[src/rtl/spram_arbiter.sv]
// Round-robin arbiter sharing one single-port RAM between CPU and video.
// Each access takes four cycles: grant, issue, wait, ack.
module spram_arbiter #(
   parameter int AW = 6,
   parameter int DW = 8
) (
   input  logic          clk,
   input  logic          reset,
   input  logic          cpu_req,
   input  logic          cpu_we,
   input  logic [AW-1:0] cpu_addr,
   input  logic [DW-1:0] cpu_din,
   output logic          cpu_ack,
   output logic [DW-1:0] cpu_dout,
   input  logic          vid_req,
   input  logic [AW-1:0] vid_addr,
   output logic          vid_ack,
   output logic [DW-1:0] vid_dout,
   output logic          ram_ce,
   output logic          ram_oce,
   output logic          ram_wre,
   output logic [AW-1:0] ram_ad,
   output logic [DW-1:0] ram_din,
   input  logic [DW-1:0] ram_dout
);

   typedef enum logic [1:0] {IDLE, ISSUE, WAIT, ACK} state_t;

   state_t        state_q, state_d;
   logic          gnt_vid_q, gnt_vid_d;
   logic          last_vid_q, last_vid_d;
   logic          we_q, we_d;
   logic          gnt;
   logic          cpu_ack_d, vid_ack_d;
   logic          ram_ce_d, ram_wre_d;
   logic [AW-1:0] ram_ad_d;
   logic [DW-1:0] ram_din_d;
   logic [DW-1:0] cpu_dout_d, vid_dout_d;

   assign ram_oce = 1'b1;

   always_comb begin
      state_d    = state_q;
      gnt_vid_d  = gnt_vid_q;
      last_vid_d = last_vid_q;
      we_d       = we_q;
      gnt        = 1'b0;
      cpu_ack_d  = 1'b0;
      vid_ack_d  = 1'b0;
      ram_ce_d   = ram_ce;
      ram_wre_d  = ram_wre;
      ram_ad_d   = ram_ad;
      ram_din_d  = ram_din;
      cpu_dout_d = cpu_dout;
      vid_dout_d = vid_dout;
      unique case (state_q)
         IDLE: begin
            if (cpu_req || vid_req) begin
               // On a tie, the side not served last wins
               gnt        = (cpu_req && vid_req) ? ~last_vid_q : vid_req;
               gnt_vid_d  = gnt;
               last_vid_d = gnt;
               we_d       = ~gnt & cpu_we;
               ram_ce_d   = 1'b1;
               ram_wre_d  = ~gnt & cpu_we;
               ram_ad_d   = gnt ? vid_addr : cpu_addr;
               if (~gnt & cpu_we)
                  ram_din_d = cpu_din;
               state_d = ISSUE;
            end
         end
         ISSUE: begin
            ram_ce_d  = 1'b0;
            ram_wre_d = 1'b0;
            state_d   = WAIT;
         end
         WAIT: begin
            if (!we_q) begin
               if (gnt_vid_q) vid_dout_d = ram_dout;
               else           cpu_dout_d = ram_dout;
            end
            if (gnt_vid_q) vid_ack_d = 1'b1;
            else           cpu_ack_d = 1'b1;
            state_d = ACK;
         end
         ACK: state_d = IDLE;
         default: state_d = IDLE;
      endcase
   end

   always_ff @(posedge clk) begin
      if (reset) begin
         state_q    <= IDLE;
         gnt_vid_q  <= 1'b0;
         last_vid_q <= 1'b1;
         we_q       <= 1'b0;
         cpu_ack    <= 1'b0;
         vid_ack    <= 1'b0;
         ram_ce     <= 1'b0;
         ram_wre    <= 1'b0;
         ram_ad     <= '0;
         ram_din    <= '0;
         cpu_dout   <= '0;
         vid_dout   <= '0;
      end else begin
         state_q    <= state_d;
         gnt_vid_q  <= gnt_vid_d;
         last_vid_q <= last_vid_d;
         we_q       <= we_d;
         cpu_ack    <= cpu_ack_d;
         vid_ack    <= vid_ack_d;
         ram_ce     <= ram_ce_d;
         ram_wre    <= ram_wre_d;
         ram_ad     <= ram_ad_d;
         ram_din    <= ram_din_d;
         cpu_dout   <= cpu_dout_d;
         vid_dout   <= vid_dout_d;
      end
   end

endmodule

[config.mk]
export PLATFORM = sky130hd
export DESIGN_NAME = spram_arbiter
export DESIGN_NICKNAME = d
export VERILOG_FILES = /design/src/rtl/spram_arbiter.sv
export SDC_FILE = /design/constraint.sdc
export NUM_CORES = 1
export LEC_CHECK = 0
export ABC_AREA = 1
export CORE_MARGIN = 3
export CORE_UTILIZATION = 60
export CTS_CLUSTER_DIAMETER = 30
export CTS_CLUSTER_SIZE = 40
export DETAILED_ROUTE_END_ITERATION = 8
export DONT_BUFFER_PORTS = 1
export PLACE_DENSITY = 0.85
export RECOVER_POWER = 50
export SLEW_MARGIN = 10
export SYNTH_ARGS = -nofsm -noshare
export SYNTH_HDL_FRONTEND = slang
export SYNTH_SLANG_ARGS = --single-unit
[constraint.sdc]
create_clock -name clk -period 1.5 [get_ports clk]
set_clock_uncertainty 0.05 [all_clocks]
set_input_delay 0.225 -clock clk [delete_from_list [all_inputs] [get_ports clk]]
set_output_delay 0.225 -clock clk [all_outputs]
set_load 0.05 [all_outputs]
==> results of run 1 <==
[worst max path at each step]
stage	end	startpoint	slack, ns	cells after the start
CTS	cpu_dout[1]$_SDFFE_PP0P_	state_q[0]$_SDFFE_PP0P_	-0.003	7
finish	cpu_dout[5]$_SDFFE_PP0P_	state_q[0]$_SDFFE_PP0P_	0.1	7
global route	ram_ad[4]$_SDFFE_PP0P_	state_q[0]$_SDFFE_PP0P_	-0.01	8
floorplan	ram_ad[4]$_SDFFE_PP0P_	state_q[0]$_SDFFE_PP0P_	0.18	8
global placement	ram_ad[5]$_SDFFE_PP0P_	state_q[0]$_SDFFE_PP0P_	0.12	8
detailed placement	ram_ad[2]$_SDFFE_PP0P_	state_q[1]$_SDFFE_PP0P_	-0.007	8
[what timing repair did]
item	CTS	global route
gates resized for setup	2	11
setup endpoints to repair	4	29
setup buffers	1	3
pin swaps	2	3
hold endpoints to repair	25	1
hold buffers	16	1
[metal layers]
layer	GRT usage	up-vias
met5	0	-
met4	0.126	0
met3	0.0824	13
met2	0.427	85
met1	0.293	705
li1	-	760
[worst reg2reg max path, delay by kind of cell (launching register included)]
kind | cells | cell delay, ns
flops | 1 | 0.34
buf+inv | 3 | 0.33
fa+ha+maj | 1 | 0.16
simple gates | 3 | 0.43
[sequential cells by signal (all words and copies together), names as in the netlist, 2 cells and up]
signal	cells
ram_din	8
vid_dout	8
cpu_dout	8
state_q	2
ram_ad	6
[synth_stat cells]
| library cell | number |
|---|---|
| nor2_1 | 58 |
| dfxtp_1 | 39 |
| nand2_1 | 28 |
| o21ai_0 | 24 |
| inv_1 | 18 |
| a21oi_1 | 10 |
| nand4_1 | 9 |
| ha_1 | 4 |
| buf_2 | 2 |
| buf_4 | 2 |
| buf_6 | 2 |
| clkbuf_1 | 2 |
| nand3_1 | 2 |
| nor2_4 | 2 |
| o21ai_1 | 2 |
| conb_1 | 1 |
| inv_2 | 1 |
| nand2_2 | 1 |
| nand3_2 | 1 |
| nor2_2 | 1 |
| nor3_1 | 1 |
| nor3_4 | 1 |
| o22ai_1 | 1 |
[cell families after synthesis]
family / count (synthesis) / synth area share
adder cells (fa/ha/maj): 4 / 0.0312
flip-flops: 39 / 0.487
buffers and inverters: 27 / 0.0788
AND/OR/NAND/NOR: 104 / 0.284
other: 1 / 0.00234
AO/OA/AOI/OAI: 37 / 0.116
[area by class of cell]
cell class / instances / area (sq um) / area share
inverters: 19 / 75.1 / 0.0361
clock buffers: 6 / 51.3 / 0.0247
flip-flops and latches: 39 / 781 / 0.376
well taps: 30 / 37.5 / 0.0181
multi-input cells: 146 / 732 / 0.352
clock inverters: 2 / 35.0 / 0.0169
repair buffers: 42 / 365 / 0.176
[power breakdown]
group	leakage (uW)	internal [uW]	total (uW)	switching, uW
clock	0.0000482	394	734	340
combinational	0.000565	596	1700	1110
sequential	0.000319	1280	1670	397
[metrics by stage]
step | util | power, uW
finish | 0.831 | 4110
global route | 0.831 | 4340
CTS | 0.801 | 3950
detailed placement | 0.697 | 3170
global placement | 0.697 | 3090
floorplan | - | 2790
==> impl_results.md, run 1 <==
* Final Non-Filler Cells at between 200 and 300
* Core area at roughly 2500 sq um
* WHS Endpoint: vid_dout[0]$_SDFFE_PP0P_
* Remaining DRCs at 0
* PD cells at ~2000 nW/um^2
* Final setup viols at 0
* Max Used Layer: met4
* Hold WC Path Type: in -> reg
* Status: completed
* Design area at a little over 2000 sq um
* Ports at 68
* Clock Path Buffers at 2
* Vias in the first global route at around 1500
* R2r setup slk at between 0.09 and 0.1 ns
* Area after DPL at roughly 1700 sq um
* Final Max Slew Viols at 0
* Die area at 3330 sq um
* Crit-path slowest cell: dfxtp_1
* Fin worst setup slack at 0.0984 ns
* Layout cells sized above 1 at 0.193
* Synth warn at 0
* WS Path Type: reg -> reg
* FF+latch count, synth at 39
* Metal-1 WL at 1570 um
* WL met2 at 2150 um
* Clock Latency Late Sink at between 0.3 and 0.4 ns
* First DRT Iteration DRCs at 161
* CP max stage delay at approximately 0.34 ns
* Top delay family on crit path: simple AND/OR/NAND/NOR gates
* Via density at 5.50
* Area growth syn-to-layout at 29.6%
* Maximum VDD drop at between 1000 and 1500 uV
* Ant diodes at 0
* Seq/Total Area, Yosys at 0.487
* CTS sink count at 39
* Hold depth at 2
* Placed insts at between 200 and 300
* Worst Path Arrival at approximately 1.6 ns
* Net Count, Synth at 249
* Die W at 57.7 um
* RR Endpoint: cpu_dout[5]$_SDFFE_PP0P_
* Slew at the pin closest to its max-slew limit at between 0.5 and 0.6 ns
* Commonest non-fill, non-tap cell in the layout: nor2_1
* Number of buffer and inverter stages on the critical path at 3
* Antenna viol nets, final at 0
* Initial antenna violation count at 0
* Gr usage total at 0.255
* CTS clk-pin slew, worst paths at 0.11 ns
* Yosys top cell area share at 0.487
* Distinct cells, synth at 23
* Max cap viols at 0
* Cell Rows at 18
* Worst flop-to-flop path startpoint: state_q[0]$_SDFFE_PP0P_
* Critical Path Source Type: flip-flop
* H-tree levels at 2
* Largest net degree at the start of global routing at 23
* Routed wl met3 at 391 um
* CTS tree: yes
* Hold wc startpoint: ram_dout[0]
* IO buf count at 0
* Nets at 290
* Leading post-synthesis cells by cell area: dfxtp_1 (49%), nor2_1 (14%), o21ai_0 (7.5%), nand2_1 (6.6%), inv_1 (4.2%)
* First-pass GRT wire length at around 6500 um
* Post-Syn Area at 1600 sq um
* Number of fill cells at 149
* Worst-path cell chain: inv_2 > ha_4 > inv_1 > nor3_4 > inv_2 > nor2_1 > nor2_1
* Final min period at between 1 and 1.5 ns
* Pleak at 0.000933 uW
* Final period util at 0.934
* Die Y at between 50 and 60 um
* CTS Buf Count at 5
* Worst Setup End Kind: flip-flop
* Final TNS setup at 0 ns
* Routed wire length at 4230 um
* Total grt overflow at 0
* Area leader, netlist: dfxtp_1
* Vias at 1563
* Initial Util at 0.641
* Final hold slack at about 0.013 ns
* 1st-pass router iterations at 4
* RePlAce Congestion at 0.824
* Worst EP required at between 1.5 and 2 ns
* Syn avg cell area at 7.56 sq um
* DP Worst Slack at -0.00749 ns
* F_max at a little over 700 MHz
* Clock root buffer master: clkbuf_4
* Slew margin rel. at 0.634
* Wire per inst at 14.9 um
* Final Hold Fails at 0
* Crit path max fanout at 8
* Most frequent cells in the layout: nor2_1 (55), dfxtp_1 (39), nand2_1 (28)
* Dpl hpwl at 2810 um
* FF-to-FF path depth at 7
* Mapped Cells at 212
Power figures use the tool's default switching activity.
==> run 2: changes to the inputs <==
ABC_AREA = default   (was 1)
SLEW_MARGIN = 5   (was 10)
==> run 2 against run 1 <==
  * Register-to-register slack got worse by 0.02 ns
  * Global-route usage down 3.0 points
  * Largest cell class is now multi-input combinational cells
  * Critical path type unchanged
  * Count of clock-buffer cells in the layout did not move
  * Synthesized cell count down 25%
  * Worst hold slack better by 0.057 ns
  * Non-clock buffer count increased by 2
==> impl_results.md, run 2 <==
* Status: completed
* Internal Power at 2090 uW (-7.9%)
* Most common cell in the synthesized netlist: dfxtp_1
* Switching power at 1540 uW (-17%)
* Worst setup path start: state_q[0]$_SDFFE_PP0P_
* Post-synth ARST share at 0 (unchanged)
* Top flop regs: cpu_dout x8, ram_din x8, vid_dout x8
* Routed wire length at 3580 um (-15%)
* 1st-pass router iterations at 4 (unchanged)
* Slew margin rel. at 0.634 (-0.000698)
* Final setup viols at 0 (unchanged)
* Final Max Slew Viols at 0 (unchanged)
* PD cells at 1720 nW/um^2 (-13%)
* Total grt overflow at 0 (unchanged)
* Gr usage total at 0.226 (-0.0297)
* Die W at 58.0 um (+0.49%)
* Final Hold Fails at 0 (unchanged)
* Antenna viol nets, final at 0 (unchanged)
* Final hold slack at 0.0699 ns (+0.0569 ns)
* Busiest grt layer: met2
* Clock Path Buffers at 2 (unchanged)
* Layout cells sized above 1 at 0.275 (+0.0821)
* Mapped Cells at 160 (-25%)
* Clock share of power at 0.139 (-0.040)
* Yosys top cell area share at 0.482 (-0.00527)
* Hold wc startpoint: cpu_addr[5]
* Worst flop-to-flop path startpoint: state_q[0]$_SDFFE_PP0P_
* Sequential power share at 0.423 (+0.016)
* CTS Buf Count at 5 (unchanged)
* Final period util at 0.947 (+0.0127)
* Vias in the first global route at 1345 (-8.0%)
* Clock Latency Late Sink at 0.33 ns (-0.02 ns)
* Remaining DRCs at 0 (unchanged)
* Largest net degree at the start of global routing at 39 (+70%)
* Most frequent cells in the layout: dfxtp_1 (38), nor2_1 (28), mux2i_1 (22), buf_4 (22), dlygate4sd3_1 (18)
* Wire per inst at 15.6 um (+4.7%)
* F_max at 704 MHz (-1.3%)
* Final min period at 1.42 ns (+0.0190 ns)
* WS Path Type: reg -> reg
* Nets at 236 (-19%)
* Post-Syn Area at 1620 sq um (+1.1%)
* Synth cell count leaders: dfxtp_1 (39), nor2_1 (28), mux2i_1 (23), a21oi_1 (10), nand3_1 (9)
* CP max stage delay at 0.41 ns (+0.07 ns)
* Clock root buffer master: clkbuf_4
* Ant diodes at 0 (unchanged)
* Worst Path Arrival at 1.62 ns (about the same)
* Net Count, Synth at 197 (-21%)
* IO buf count at 0 (unchanged)
* First DRT Iteration DRCs at 68 (-58%)
* Syn avg cell area at 10.1 sq um (+34%)
* Post-synth EDFFs at 0 (unchanged)
* Initial antenna violation count at 0 (unchanged)
* Cell Rows at 18 (unchanged)
* Pleak at 0.000901 uW (-3.4%)
* Crit path max fanout at 6 (-2)
* Worst-path cell chain: inv_2 > ha_4 > or3b_4 > a211oi_1
* Critical Path Source Type: flip-flop
* CTS sink count at 39 (unchanged)
* Worst Setup End Kind: flip-flop
* Area growth syn-to-layout at 29.8%
* Via density at 5.61 (+1.9%)
* Crit-path slowest cell: or3b_4
* Maximum VDD drop at 1390 uV (-5.4%)
* Ports at 68 (unchanged)
* Core area at 2520 sq um (+0.90%)
* Dominant synthesized flop cell: dfxtp_1
* Slew at the pin closest to its max-slew limit at 0.549 ns (+0.00105 ns)
* Sw Share at 0.424 (-0.0242)
* H-tree levels at 2 (unchanged)
* Global Route met1 Usage at 0.225 (-0.0675)
* GR Util met3 at 0.0891 (+0.00668)
* Number of fill cells at 145 (-2.7%)
* Gate power share at 0.438 (+0.024)
* Power Total at 3630 uW (-12%)
* Dpl hpwl at 2470 um (-12%)
* Leading post-synthesis cells by cell area: dfxtp_1 (48%), mux2i_1 (14%), nor2_1 (6.5%), a21bo_2 (4.9%), a21oi_1 (3.1%)
* Max cap viols at 0 (unchanged)
* CTS clk-pin slew, worst paths at 0.11 ns (about the same)
* Vias at 1290 (-17%)
* Die area at 3360 sq um (+0.97%)
* Commonest non-fill, non-tap cell in the layout: dfxtp_1
* RePlAce Congestion at 0.766 (-7.0%)
* Distinct cells, synth at 27 (+17%)
* Synth warn at 0 (unchanged)
* CTS tree: yes
* Hold WC Path Type: in -> reg
* Area leader, netlist: dfxtp_1
* Global routing usage on met2 at 0.421 (-0.00645)
* Initial Util at 0.642 (+0.00122)
* Worst EP required at 1.70 ns (about the same)
* Seq/Total Area, Yosys at 0.482 (-0.00527)
* FF+latch count, synth at 39 (unchanged)
* First-pass GRT wire length at 5810 um (-11%)
* Unrepaired setup endpoints after global routing: no
* Die Y at 58.0 um (+0.49%)
[run 2: worst max-delay path: cells and delay by family, from the launching register on]
kind / cells / cell delay (ns)
flops: 1 / 0.34
buf+inv: 1 / 0.11
compound gates: 1 / 0.25
fa+ha+maj: 1 / 0.17
simple gates: 1 / 0.41
[run 2: cell type report]
cell class / count / area (sq um) / share of cell area
Clock inverter: 2 / 12.5 / 0.00595
Clock buffer: 6 / 41.3 / 0.0196
Inverter: 2 / 7.51 / 0.00357
Tap cell: 30 / 37.5 / 0.0178
Multi-Input combinational cell: 107 / 806 / 0.383
Sequential cell: 39 / 782 / 0.372
Timing Repair Buffer: 44 / 417 / 0.198
[run 2: path summary, 6_finish.rpt]
kind                                 end  slack (ns)  depth (start not counted)
hold reg to reg     ram_wre$_SDFFE_PP0P_        0.45                          2
setup / recovery     ram_ce$_SDFFE_PP0P_        0.08                          4
hold / removal    ram_ad[5]$_SDFFE_PP0P_        0.07                          2
setup reg to reg     ram_ce$_SDFFE_PP0P_        0.08                          4
[run 2: power groups by stage]
stage	Sequential [uW]	Combinational [uW]	Clock, uW
floorplan	1880	694	0
global placement	1530	1370	0
detailed placement	1540	1440	0
CTS	1520	1530	528
global route	1560	1720	579
finish	1530	1590	505
[run 2: logic make-up (layout without fill, tap and decap cells)]
kind of cell	count (synthesis)	in the layout	share of synthesized area
fa+ha+maj	4	4	0.0309
other cells	1	1	0.00231
flops	39	39	0.482
buf+inv	14	54	0.0463
simple gates	47	47	0.137
compound gates	32	32	0.159
mux	23	23	0.142
[run 2: repair_timing]
| action | in CTS | in global routing |
|---|---|---|
| gates resized for setup | 6 | 6 |
| endpoints found under the setup margin | 14 | 17 |
| hold endpoints to repair | 38 | 3 |
| setup buffers | 0 | 0 |
| hold buffers | 16 | 3 |
[run 2: routing by layer]
layer,vias to the layer above,part of all wire
met5,-,0
met4,0,0.015
met3,7,0.068
met2,54,0.53
met1,598,0.38
li1,631,-
[run 2: metrics by stage]
step	instance area, sq um	TNS, ns	utilization	std cells	setup WS (ns)
4_1_cts	2050	0	0.812	227	0.0204
3_5_place_dp	1810	-1.62	0.717	203	-0.190
6_report	2100	0	0.834	230	0.0794
3_3_place_gp	1810	-0.451	0.717	203	-0.0564
2_1_floorplan	1620	0	-	160	0.0224
5_1_grt	2100	0	0.834	230	0.00303
